### src/rtl/button_gesture_decoder_pkg.sv
// Shared state encoding and default timing constants for the button gesture decoder
// and the downstream command logic that decodes the same states.
package button_gesture_decoder_pkg;

    localparam int DEF_COUNTER_WIDTH     = 16;
    localparam int DEF_LONG_PRESS_CYCLES = 50000;
    localparam int DEF_DOUBLE_GAP_CYCLES = 15000;

    typedef enum logic [2:0] {
        ST_IDLE           = 3'd0,
        ST_PRESSED        = 3'd1,
        ST_LONG_HELD      = 3'd2,
        ST_WAIT_SECOND    = 3'd3,
        ST_SECOND_PRESSED = 3'd4
    } gesture_state_t;

    // States in which the shared interval counter runs.
    function automatic logic is_timed(input gesture_state_t s);
        return (s == ST_PRESSED) || (s == ST_WAIT_SECOND) || (s == ST_SECOND_PRESSED);
    endfunction

endpackage

### src/rtl/button_gesture_decoder_timer.sv
// Shared interval counter: cleared on state entry, counts while enabled,
// flags the cycle in which it reaches the supplied terminal count.
module gesture_timer #(
    parameter int WIDTH = 16
) (
    input  logic             clk,
    input  logic             reset,
    input  logic             clear,
    input  logic             enable,
    input  logic [WIDTH-1:0] terminal_count,
    output logic [WIDTH-1:0] cnt,
    output logic             terminal
);

    logic [WIDTH-1:0] r_cnt;

    // NOTE: sequential state uses non-blocking assignments so every register samples pre-edge values.
    always_ff @(posedge clk) begin
        if (reset || clear) begin
            r_cnt <= '0;
        end else if (enable) begin
            r_cnt <= r_cnt + 1'b1;
        end
    end

    assign cnt      = r_cnt;
    assign terminal = enable && (r_cnt == terminal_count);

endmodule

### src/rtl/button_gesture_decoder.sv
// Classifies debounced button edge pulses into short press, double click and long press
// (plus a hold level), emitting exactly one registered pulse per gesture.
module button_gesture_decoder
    import button_gesture_decoder_pkg::*;
#(
    parameter int COUNTER_WIDTH     = DEF_COUNTER_WIDTH,
    parameter int LONG_PRESS_CYCLES = DEF_LONG_PRESS_CYCLES,
    parameter int DOUBLE_GAP_CYCLES = DEF_DOUBLE_GAP_CYCLES
) (
    input  logic clk,
    input  logic reset,
    input  logic on_button_down,
    input  logic on_button_up,
    output logic short_press,
    output logic double_click,
    output logic long_press,
    output logic hold_active
);

    localparam logic [COUNTER_WIDTH-1:0] LONG_TC = COUNTER_WIDTH'(LONG_PRESS_CYCLES - 1);
    localparam logic [COUNTER_WIDTH-1:0] GAP_TC  = COUNTER_WIDTH'(DOUBLE_GAP_CYCLES - 1);

    gesture_state_t         r_state;
    gesture_state_t         w_next;
    logic                   r_short, r_double, r_long, r_hold;
    logic                   w_down, w_up, w_clear, w_enable, w_terminal;
    logic [COUNTER_WIDTH-1:0] w_tc;
    logic [COUNTER_WIDTH-1:0] w_unused_cnt;

    // Simultaneous down and up cancel each other out.
    assign w_down   = on_button_down & ~on_button_up;
    assign w_up     = on_button_up & ~on_button_down;
    assign w_tc     = (r_state == ST_WAIT_SECOND) ? GAP_TC : LONG_TC;
    assign w_enable = is_timed(r_state);
    assign w_clear  = (w_next != r_state);

    gesture_timer #(
        .WIDTH(COUNTER_WIDTH)
    ) u_timer (
        .clk           (clk),
        .reset         (reset),
        .clear         (w_clear),
        .enable        (w_enable),
        .terminal_count(w_tc),
        .cnt           (w_unused_cnt),
        .terminal      (w_terminal)
    );

    // NOTE: next state defaults to the current state first, so no path through this block infers a latch.
    always_comb begin
        w_next = r_state;
        case (r_state)
            ST_IDLE:           if (w_down) w_next = ST_PRESSED;
            ST_PRESSED:        if (w_up) w_next = ST_WAIT_SECOND;
                               else if (w_terminal) w_next = ST_LONG_HELD;
            ST_LONG_HELD:      if (w_up) w_next = ST_IDLE;
            ST_WAIT_SECOND:    if (w_down) w_next = ST_SECOND_PRESSED;
                               else if (w_terminal) w_next = ST_IDLE;
            ST_SECOND_PRESSED: if (w_up) w_next = ST_IDLE;
                               else if (w_terminal) w_next = ST_LONG_HELD;
            default:           w_next = ST_IDLE;
        endcase
    end

    always_ff @(posedge clk) begin
        if (reset) begin
            r_state  <= ST_IDLE;
            r_short  <= 1'b0;
            r_double <= 1'b0;
            r_long   <= 1'b0;
            r_hold   <= 1'b0;
        end else begin
            r_state  <= w_next;
            r_short  <= (r_state == ST_WAIT_SECOND) && (w_next == ST_IDLE);
            r_double <= (r_state == ST_SECOND_PRESSED) && (w_next == ST_IDLE);
            r_long   <= (r_state != ST_LONG_HELD) && (w_next == ST_LONG_HELD);
            r_hold   <= (w_next == ST_LONG_HELD);
        end
    end

    assign short_press  = r_short;
    assign double_click = r_double;
    assign long_press   = r_long;
    assign hold_active  = r_hold;

endmodule

### config.mk
export PLATFORM = sky130hd
export DESIGN_NAME = button_gesture_decoder
export DESIGN_NICKNAME = d
export VERILOG_FILES = /design/src/rtl/button_gesture_decoder_pkg.sv /design/src/rtl/button_gesture_decoder_timer.sv /design/src/rtl/button_gesture_decoder.sv
export SDC_FILE = /design/constraint.sdc
export NUM_CORES = 1
export LEC_CHECK = 0
export ABC_AREA = 1
export CORE_ASPECT_RATIO = 1.5
export CORE_UTILIZATION = 55
export DETAILED_ROUTE_END_ITERATION = 6
export PLACE_DENSITY_LB_ADDON = 0.12
export SLEW_MARGIN = 20
export SYNTH_ARGS = -nofsm -noshare
export SYNTH_HDL_FRONTEND = slang
export SYNTH_SLANG_ARGS = --single-unit
### constraint.sdc
create_clock -name clk -period 5.02 [get_ports clk]
set_input_delay 1.004 -clock clk [delete_from_list [all_inputs] [get_ports clk]]
set_output_delay 1.004 -clock clk [all_outputs]
set_load 0.05 [all_outputs]
==> summary.txt <==
Outcome
  • Status: finished, final reports clean

Power and ir drop
  • Total power: 0.0002966 W
  • Leakage: 0.5436 nW
  • Cell Pwr Density: 211.9 mW/mm²
  • Maximum VDD drop: 0.1388 mV

Clock tree
  • Worst-skew pair later-pin latency: 0.30 ns
  • Post-CTS sizing: 0
  • CTS root buf: clkbuf_4
  • CTS Sinks: 23
  • Hold buffers post-CTS: 0
  • Bufs on Longest Clock Path: 2
  • CTS H-tree lvls: 1
  • Setup repair bufs after CTS: 0
  • Inserted Clock Buffers: 3
  • CTS tree: yes
  • Clock-pin slew on the worst setup and hold paths: 0.12 ns

Setup path
  • CP endpoint kind: register
  • CP Launch Type: primary input
  • CP Cell Sequence: clkdlybuf4s50_1 > inv_1 > nor2_1 > nor2_1 > nand2_1 > nand2_1 > nor2_2 > nand2_2 > nand2_1 > nand2_1 > nor2_2 > nand2_2 > nor2_1
  • Critical R2R Launch: r_state[0]
  • CP arrival: 2.89 ns
  • Worst path slowest cell: clkdlybuf4s50_1
  • Buf/Inv on CP: 2
  • Crit path max fanout: 16
  • CP top delay family: simple AND/OR/NAND/NOR gates
  • Crit Path Class: in -> reg
  • Crit path launch: on_button_down
  • Crit path largest cell delay: 0.45 ns
  • WP data required: 5.25 ns
  • Worst path most repeated cell: nand2_1

Cells and area
  • Storage cell area: 460.4 µm²
  • Area grow syn2layout: 8.641%
  • Fill cells: 217
  • Final core occ: 62.69%
  • Most frequent cells in the layout: 37 x nand2_1, 27 x nor2_1, 24 x inv_1, 23 x dfxtp_1, 13 x nand3_1
  • Area of the multi-input gates: 719.4 µm²
  • Share of layout cells above drive strength 1: 13.90%
  • Commonest non-fill, non-tap cell in the layout: nand2_1
  • Total Nets Final: 193
  • Post-Layout Inst Area: 0.001400 mm²
  • Antenna cells: 0

STA
  • Final worst slack: 2.364 ns
  • Final period utilization: 52.91%
  • Fin Clk Skew: 0.007268 ns
  • Final TNS setup: 0 ns
  • Worst-Margin Slew: 0.6489 ns
  • # setup viols final: 0
  • Slew HR: 56.59%
  • Tmin final: 2.656 ns
  • RSZ-0062 raised after global routing: no
  • Fmax: 376.5 MHz
  • Hold Violations, Final: 0
  • Pins Over Slew Limit: 0

Route
  • DR vias: 1071
  • Vias per cell: 5.100
  • Wirelength per Cell: 11.04 µm
  • Initial DRC Count: 19
  • ANT nets after route: 0
  • Post-route DRC: 0
  • Pre-Repair DR Iteration Count: 4
  • Routed WL: 2319 µm

Die
  • Die Y: 61.29 µm
  • Core Area: 0.002233 mm²
  • Initial Utilization: 57.70%
  • Die area: 0.002545 mm²
  • FP Rows: 21
  • Ports: 8
  • Width of the die: 41.53 µm

Placed design
  • Placed inst area: 0.001373 mm²
  • Final estimated routing congestion in global placement: 0.8304
  • Pre-CTS WS: 2.006 ns
  • Final HPWL DP: 1865 µm
  • Port-buffer cells: 7

Synth
  • Post-synthesis simple-gate area fraction: 42.52%
  • Cell area after synthesis: 0.001289 mm²
  • Multiplexer share of the synthesized area: 0.7767%
  • Largest family of logic cells by synthesized area: simple AND/OR/NAND/NOR gates
  • Seq/Total Area, Yosys: 35.73%
  • Synth Area in Adders: 0.9709%
  • Synth Warn #: 0
  • Synth cell types: 19
  • #FFs+latches synth: 23
  • XOR/XNOR Fraction of Synth Area: 8.835%
  • Post-Syn Nets: 182
  • Syn Area/Cell: 7.281 µm²
  • Cells after Synth: 177
  • Post-synthesis compound-gate area fraction: 2.718%

Min path
  • Worst Hold Class: reg -> reg
  • Hold path startpoint: u_timer.cnt[1]

Run
  • Max cap viols: 0

Global route
  • First-pass GRT wire length: 3877 µm
  • Met1 GRT Util: 19.10%
  • Largest net degree at the start of global routing: 17
  • Vias in the first global route: 988
  • Grt met2 use: 40.85%
  • Tot GR Track Use: 19.55%
  • Total grt overflow: 0
  • Initial antenna violation count: 0
  • GR Layer Usage met3: 2.933%
  • Gr busiest metal: met2
## synthesized netlist by cell type (all sizes together)
library cell,n,area (µm²)
nand2,43,186.4
xor2,12,105.1
nor2,42,255.3
xnor2,1,8.760
inv,25,93.84
buf,1,15.01
mux2i,1,10.01
nand4,1,6.260
o21ai,2,10.01
a21oi,5,25.02
dfxtp,23,460.4
ha,1,12.51
nand3,13,65.06
nor3,7,35.03
## routing by layer
metal  vias up  wire (µm)
li1        560          -
met1       495        948
met2        12       1285
met3         4         41
met4         0         43
met5         -          0
## through the flow
| stage | cells | hold WS (ns) |
|---|---|---|
| final | 210 | 0.5575 |
| after global routing | 210 | 0.5972 |
| after CTS | 210 | 0.5619 |
| after detailed placement | 206 | 0.5438 |
| after global placement | 206 | 0.5195 |
| after floorplan | 177 | 0.5034 |
## worst paths after layout
| path | end | slack [ns] | depth (start not counted) |
|---|---|---|---|
| hold reg to reg | u_timer.cnt[1] | 0.56 | 2 |
| setup reg to reg | u_timer.cnt[1] | 2.80 | 13 |
| hold / removal | u_timer.cnt[1] | 0.56 | 2 |
| setup / recovery | u_timer.cnt[1] | 2.36 | 13 |
## cells by family (layout without fill, tap and decap cells)
group	count (synthesis)	count (layout)
flip-flops	23	23
adder cells (fa/ha/maj)	1	1
multiplexers	1	1
AO/OA/AOI/OAI	7	7
XOR/XNOR	13	13
buffers and inverters	26	36
AND/OR/NAND/NOR	106	106
## worst min-delay path, delay by kind of cell, from the launching register on
kind / cells / cell delay, ns
AND/OR/NAND/NOR: 1 / 0.06
flip-flops: 1 / 0.35
multiplexers: 1 / 0.12
## state kept, by name (all words and copies together), names as in the netlist
name / cells
double_click: 1
hold_active: 1
long_press: 1
r_state: 3
short_press: 1
u_timer.cnt: 16
## report_power, final
part	internal (W)	switching [W]
combinational	0.00000820	0.0000183
sequential	0.000184	0.00000173
clock	0.0000297	0.0000547
## area by class of cell
cell class,count,area share [%]
tap,23,2.055
clock inverter,1,0.3575
inverter,25,6.702
timing repair buffer,7,5.004
multi-input combinational,128,51.39
clock buffer,3,1.609
sequential,23,32.89
(Power assumes the default switching activity.)
